## src/rtl/mf_bank_seq.sv

```systemverilog
// Sequential bank of N_MF trapezoid/shoulder membership functions sharing one divider.
// Latency: 1 + sum over MFs of (1 if flat, 17 if slope) cycles from accept to out_valid.
// Backpressure: in_ready only in IDLE; the result is held in DONE until out_ready.
//
// Ports:
//   clk, rst            - rising-edge clock, synchronous active-high reset
//   in_valid/in_ready/x - crisp signed input handshake
//   cfg_we, cfg_idx, cfg_a..cfg_d, cfg_mode - breakpoint write (IDLE only), cfg_err on reject
//   out_valid/out_ready/mu_out - Q1.15 degrees, MF i in mu_out[16i+15:16i]
//   busy                - high whenever not IDLE
module mf_bank_seq #(
    parameter int XW   = 8,
    parameter int N_MF = 4,
    localparam int IW  = (N_MF > 1) ? $clog2(N_MF) : 1
) (
    input  logic                   clk,
    input  logic                   rst,
    input  logic                   in_valid,
    output logic                   in_ready,
    input  logic signed [XW-1:0]   x,
    input  logic                   cfg_we,
    input  logic [IW-1:0]          cfg_idx,
    input  logic signed [XW-1:0]   cfg_a,
    input  logic signed [XW-1:0]   cfg_b,
    input  logic signed [XW-1:0]   cfg_c,
    input  logic signed [XW-1:0]   cfg_d,
    input  logic [1:0]             cfg_mode,
    output logic                   cfg_err,
    output logic                   out_valid,
    input  logic                   out_ready,
    output logic [16*N_MF-1:0]     mu_out,
    output logic                   busy
);

    localparam logic [1:0] S_IDLE = 2'd0;
    localparam logic [1:0] S_EVAL = 2'd1;
    localparam logic [1:0] S_DIV  = 2'd2;
    localparam logic [1:0] S_DONE = 2'd3;

    localparam logic [1:0] R_ZERO  = 2'd0;
    localparam logic [1:0] R_FULL  = 2'd1;
    localparam logic [1:0] R_LEFT  = 2'd2;
    localparam logic [1:0] R_RIGHT = 2'd3;

    // Dividend is a (XW+1)-bit difference shifted left by 15.
    localparam int DW = XW + 16;

    logic [1:0]                state_q, state_d;
    logic signed [XW-1:0]      x_q, x_d;
    logic [IW-1:0]             idx_q, idx_d;
    logic signed [XW-1:0]      a_q [N_MF];
    logic signed [XW-1:0]      a_d [N_MF];
    logic signed [XW-1:0]      b_q [N_MF];
    logic signed [XW-1:0]      b_d [N_MF];
    logic signed [XW-1:0]      c_q [N_MF];
    logic signed [XW-1:0]      c_d [N_MF];
    logic signed [XW-1:0]      d_q [N_MF];
    logic signed [XW-1:0]      d_d [N_MF];
    logic [1:0]                mode_q [N_MF];
    logic [1:0]                mode_d [N_MF];
    logic [N_MF-1:0][15:0]     mu_q, mu_d;
    logic [DW-1:0]             rem_q, rem_d;
    logic [DW-1:0]             dsh_q, dsh_d;
    logic [14:0]               quo_q, quo_d;
    logic [3:0]                cnt_q, cnt_d;
    logic                      sat_q, sat_d;
    logic                      cfg_err_q, cfg_err_d;

    // Parameters of the MF currently being evaluated
    logic signed [XW-1:0]      cur_a, cur_b, cur_c, cur_d;
    logic [1:0]                cur_mode;
    logic [1:0]                region;
    logic [XW:0]               d_xa, d_ba, d_dx, d_dc;
    logic [XW:0]               num_diff, den;
    logic                      take;
    logic [15:0]               q_next;
    logic                      last_mf;
    logic                      cfg_idx_ok;
    logic                      adv;

    assign cur_a    = a_q[idx_q];
    assign cur_b    = b_q[idx_q];
    assign cur_c    = c_q[idx_q];
    assign cur_d    = d_q[idx_q];
    assign cur_mode = mode_q[idx_q];

    // Differences are sign-extended by one bit so extreme breakpoints never wrap.
    assign d_xa = {x_q[XW-1], x_q} - {cur_a[XW-1], cur_a};
    assign d_ba = {cur_b[XW-1], cur_b} - {cur_a[XW-1], cur_a};
    assign d_dx = {cur_d[XW-1], cur_d} - {x_q[XW-1], x_q};
    assign d_dc = {cur_d[XW-1], cur_d} - {cur_c[XW-1], cur_c};

    assign last_mf    = (idx_q == IW'(N_MF - 1));
    assign cfg_idx_ok = ({{(32-IW){1'b0}}, cfg_idx} < N_MF);

    // Region classification: rules are checked in order, first match wins.
    always_comb begin
        region = R_ZERO;
        case (cur_mode)
            2'd0: begin
                if (x_q <= cur_a || x_q >= cur_d)
                    region = R_ZERO;
                else if (x_q >= cur_b && x_q <= cur_c)
                    region = R_FULL;
                else if (x_q > cur_a && x_q < cur_b)
                    region = R_LEFT;
                else
                    region = R_RIGHT;
            end
            2'd1: begin
                if (x_q >= cur_d)
                    region = R_ZERO;
                else if (x_q <= cur_c)
                    region = R_FULL;
                else
                    region = R_RIGHT;
            end
            2'd2: begin
                if (x_q <= cur_a)
                    region = R_ZERO;
                else if (x_q >= cur_b)
                    region = R_FULL;
                else
                    region = R_LEFT;
            end
            default: region = R_ZERO;
        endcase
    end

    assign num_diff = (region == R_LEFT) ? d_xa : d_dx;
    assign den      = (region == R_LEFT) ? d_ba : d_dc;

    // Restoring step: the divisor is pre-shifted by 15 and walks right one bit
    // per cycle, so after 16 steps the quotient bits 15..0 are complete.
    assign take   = (rem_q >= dsh_q);
    assign q_next = {quo_q, take};

    always_comb begin
        state_d   = state_q;
        x_d       = x_q;
        idx_d     = idx_q;
        a_d       = a_q;
        b_d       = b_q;
        c_d       = c_q;
        d_d       = d_q;
        mode_d    = mode_q;
        mu_d      = mu_q;
        rem_d     = rem_q;
        dsh_d     = dsh_q;
        quo_d     = quo_q;
        cnt_d     = cnt_q;
        sat_d     = sat_q;
        cfg_err_d = 1'b0;
        adv       = 1'b0;

        if (cfg_we) begin
            if (state_q == S_IDLE && cfg_idx_ok) begin
                a_d[cfg_idx]    = cfg_a;
                b_d[cfg_idx]    = cfg_b;
                c_d[cfg_idx]    = cfg_c;
                d_d[cfg_idx]    = cfg_d;
                mode_d[cfg_idx] = cfg_mode;
            end else begin
                cfg_err_d = 1'b1;
            end
        end

        case (state_q)
            S_IDLE: begin
                if (in_valid) begin
                    x_d     = x;
                    idx_d   = '0;
                    state_d = S_EVAL;
                end
            end
            S_EVAL: begin
                case (region)
                    R_ZERO: begin
                        mu_d[idx_q] = 16'h0000;
                        adv         = 1'b1;
                    end
                    R_FULL: begin
                        mu_d[idx_q] = 16'h7FFF;
                        adv         = 1'b1;
                    end
                    default: begin
                        rem_d   = {num_diff, 15'b0};
                        dsh_d   = {den, 15'b0};
                        quo_d   = '0;
                        cnt_d   = '0;
                        // A quotient >= 2^16 (numerator >= 2*den) cannot be
                        // produced in 16 steps; flag it as saturated up front.
                        sat_d   = (den == '0) || ({1'b0, num_diff} >= {den, 1'b0});
                        state_d = S_DIV;
                    end
                endcase
            end
            S_DIV: begin
                rem_d = take ? (rem_q - dsh_q) : rem_q;
                dsh_d = dsh_q >> 1;
                quo_d = q_next[14:0];
                cnt_d = cnt_q + 4'd1;
                if (cnt_q == 4'd15) begin
                    mu_d[idx_q] = (sat_q || q_next[15]) ? 16'h7FFF : q_next;
                    adv         = 1'b1;
                end
            end
            default: begin
                if (out_ready)
                    state_d = S_IDLE;
            end
        endcase

        if (adv) begin
            if (last_mf) begin
                state_d = S_DONE;
            end else begin
                idx_d   = idx_q + IW'(1);
                state_d = S_EVAL;
            end
        end
    end

    always_ff @(posedge clk) begin
        if (rst) begin
            state_q   <= S_IDLE;
            x_q       <= '0;
            idx_q     <= '0;
            mu_q      <= '0;
            rem_q     <= '0;
            dsh_q     <= '0;
            quo_q     <= '0;
            cnt_q     <= '0;
            sat_q     <= 1'b0;
            cfg_err_q <= 1'b0;
            for (int i = 0; i < N_MF; i++) begin
                a_q[i]    <= '0;
                b_q[i]    <= '0;
                c_q[i]    <= '0;
                d_q[i]    <= '0;
                mode_q[i] <= 2'd0;
            end
        end else begin
            state_q   <= state_d;
            x_q       <= x_d;
            idx_q     <= idx_d;
            mu_q      <= mu_d;
            rem_q     <= rem_d;
            dsh_q     <= dsh_d;
            quo_q     <= quo_d;
            cnt_q     <= cnt_d;
            sat_q     <= sat_d;
            cfg_err_q <= cfg_err_d;
            a_q       <= a_d;
            b_q       <= b_d;
            c_q       <= c_d;
            d_q       <= d_d;
            mode_q    <= mode_d;
        end
    end

    // in_ready is masked by rst so nothing is offered while reset is applied.
    assign in_ready  = (state_q == S_IDLE) && !rst;
    assign out_valid = (state_q == S_DONE);
    assign busy      = (state_q != S_IDLE);
    assign cfg_err   = cfg_err_q;
    assign mu_out    = mu_q;

endmodule

```

## config.mk

```make
export PLATFORM = sky130hd
export DESIGN_NAME = mf_bank_seq
export DESIGN_NICKNAME = d
export VERILOG_FILES = /design/src/rtl/mf_bank_seq.sv
export SDC_FILE = /design/constraint.sdc
export NUM_CORES = 1
export LEC_CHECK = 0
export ABC_CLOCK_PERIOD_IN_PS = 4800
export CORE_ASPECT_RATIO = 1.4
export CORE_MARGIN = 4
export CORE_UTILIZATION = 50
export CTS_BUF_LIST = sky130_fd_sc_hd__clkbuf_8
export DETAILED_ROUTE_END_ITERATION = 10
export PLACE_DENSITY = 0.72
export SKIP_CTS_REPAIR_TIMING = 1
export SLEW_MARGIN = 15
export SYNTH_ARGS = -nofsm -noshare
export SYNTH_HDL_FRONTEND = slang
export SYNTH_SLANG_ARGS = --single-unit
```

## constraint.sdc

```tcl
create_clock -name clk -period 4.8 [get_ports clk]
set_input_delay 0.72 -clock clk [delete_from_list [all_inputs] [get_ports clk]]
set_output_delay 0.72 -clock clk [all_outputs]
set_load 0.1 [all_outputs]
```

==> metrics.md <==
| Metric | Value |
|---|---|
| Crit path cell chain | buf_12 > mux4_2 > inv_2 > ha_4 > a211oi_4 > mux2i_1 > nor4_2 > a32oi_2 > o21a_1 > or3_4 > buf_12 > mux2i_4 > ha_2 > nand4_1 > nor2_1 > nor2_1 > a21oi_2 > a211oi_2 > o2111ai_2 > a32o_1 |
| DRC violation total after the first TritonRoute iteration | 808 |
| Max cap viols | 0 |
| Crit-path max FO | 8 |
| Drt via density | 5.80 |
| Post-synthesis sequential area ratio | 38.0% |
| Via Count | 13600 |
| Clock sinks | 281 |
| Crit. End Element | register |
| DRC viols | 0 |
| Antenna Cells | 0 |
| Max Freq | 212 MHz |
| Worst hold path type | register to register |
| Lkg Pwr | 6.53 nW |
| Post-synth EDFFs | 0 |
| Layout cells sized above 1 | 11.6% |
| Row cnt | 74 |
| Pre-Repair DR Iteration Count | 6 |
| Synth Flop Type | dfxtp_1 |
| Hold_ws | 0.449 ns |
| Most frequent cell after synthesis | nand2_1 |
| Pwr per Cell Area | 520 nW/µm² |
| Peak VDD IR | 0.259 mV |
| Root buffer selected by CTS | clkbuf_8 |
| Synthesized Nets | 1962 |
| Pin count of the biggest net entering global routing | 100 |
| Core Box Area | 29200 µm² |
| Overall routing resource usage | 25.0% |
| Worst-Skew Late Latency | 0.59 ns |
| Fin util | 60.6% |
| First-pass GRT wire length | 67.0 mm |
| Die ar. | 32400 µm² |
| Synth Register Bits | 281 |
| Crit path kind | register to register |
| Vias in the first global route | 13100 |
| ANT nets after route | 0 |
| Final setup TNS | 0 ns |
| Reg area | 5630 µm² |
| Slew Limit Fails | 0 |
| Maximum root-to-sink buffer count | 3 |
| Number of CTS-inserted buffers | 45 |
| Max H-tree Level | 2 |
| CTS clk-pin slew, worst paths | 0.06 ns |
| Die span in y | 212 µm |
| Clock Skews | 0.0334 ns |
| Synth top area cells | dfxtp_1, nand2_1, a21oi_1 |
| Dpl hpwl | 29.3 mm |
| Yosys top cell by area | dfxtp_1 |
| Fin area | 17700 µm² |
| Routability Congestion | 0.946 |
| Post-Route WL | 42.0 mm |
| IO Pins | 117 |
| Syn. warnings | 0 |
| Initial Util | 50.7% |
| Placed Area | 16400 µm² |
| Outcome | finished, final reports clean |
| CTS tree | yes |
| Period utilisation layout | 98.3% |
| Critical-path top delay cell | mux4_2 |
| Setup violators final | 0 |
| Synth top cells by count | nand2_1, dfxtp_1, a21oi_1 |
| Distinct cells, synth | 82 |
| Mapped Area | 14800 µm² |
| Max-slew headroom | 28.4% |
| Minimum clock period | 4.72 ns |
| Post-synth top area share | 38.0% |
| Crit path launch type | register |
| Area Growth Syn to Fin | 19.4% |
| Cells after Synth | 1819 |
| Post-Place Setup Slack | -0.0382 ns |
| Buffers on Ports | 116 |
| Data required, critical path | 5.29 ns |
| Mean area per synthesized cell | 8.13 µm² |
| DR WL/cell | 17.9 µm |
| # fillers | 2626 |
| Final setup margin | 0.0824 ns |
| Initial antenna violation count | 0 |
| GR Overflow Total | 0 |
| Async set or reset register ratio after synthesis | 0% |
| Crit path DAT | 5.21 ns |
| Least-Margin Pin Slew | 1.07 ns |
| Final net count | 2067 |
| DIE WIDTH | 153 µm |
| Area of the multi-input gates | 8630 µm² |
| Max incr delay on CP | 0.53 ns |
| Final Hold Viols | 0 |
-- worst paths after layout --
kind	from	endpoint	slack, ns	cells past startpoint
max	idx_q[0]	sat_q	0.08	20
min	rem_q[0]	rem_q[0]	0.45	2
max reg2reg	idx_q[0]	sat_q	0.08	20
min reg2reg	rem_q[0]	rem_q[0]	0.45	2
-- metal layers --
layer	vias to the layer above	wire [µm]	track usage, %
met5	-	0	0
li1	6561	-	-
met4	0	1810	10.5
met1	6397	16400	29.9
met3	115	2420	3.68
met2	490	21300	45.0
-- metrics by stage --
step | std cells | power, mW
6_report | 2340 | 9.20
5_1_grt | 2340 | 9.73
4_1_cts | 2329 | 8.79
3_5_place_dp | 2246 | 6.70
3_3_place_gp | 2246 | 6.65
2_1_floorplan | 1819 | 5.54
-- area by class of cell --
| class | instances | area share, % |
|---|---|---|
| multi-input combinational | 1338 | 48.9 |
| timing repair buffer | 173 | 9.62 |
| clock buffer | 58 | 4.52 |
| clock inverter | 25 | 0.651 |
| inverter | 85 | 1.81 |
| tap | 380 | 2.69 |
| sequential | 281 | 31.9 |
-- placed cells by master (no fill, tap or decap), types with 12 or more instances in the layout --
cell,count
clkdlybuf4s50_1,115
clkbuf_8,58
ha_1,83
a22oi_1,33
xnor2_1,17
o21ai_0,81
inv_1,94
buf_4,48
mux4_2,34
nand2_1,391
o21a_1,14
a21oi_1,272
or3_1,26
a21o_1,19
xor2_1,13
nand3_1,32
nor3b_1,12
nor2b_1,20
dfxtp_1,279
nor2_1,90
-- cells by family after synthesis --
logic type               synth area share [%]
flip-flops                               38.0
AO/OA/AOI/OAI                            20.6
AND/OR/NAND/NOR                          19.5
adder cells (fa/ha/maj)                  8.20
buffers and inverters                    5.36
XOR/XNOR                                 1.78
multiplexers                             6.62
-- critical path, delay by kind of cell, from the launching register on --
| family | cells | cell delay [ns] |
|---|---|---|
| compound gates | 7 | 1.31 |
| simple gates | 5 | 1.13 |
| mux | 3 | 0.84 |
| fa+ha+maj | 2 | 0.49 |
| flops | 1 | 0.42 |
| buf+inv | 3 | 0.40 |
-- power breakdown --
group | switching, mW | internal, mW
Combinational | 2.73 | 1.74
Clock | 0.984 | 1.09
Sequential | 0.132 | 2.53
Total | 3.85 | 5.35
Power figures use the tool's default switching activity.
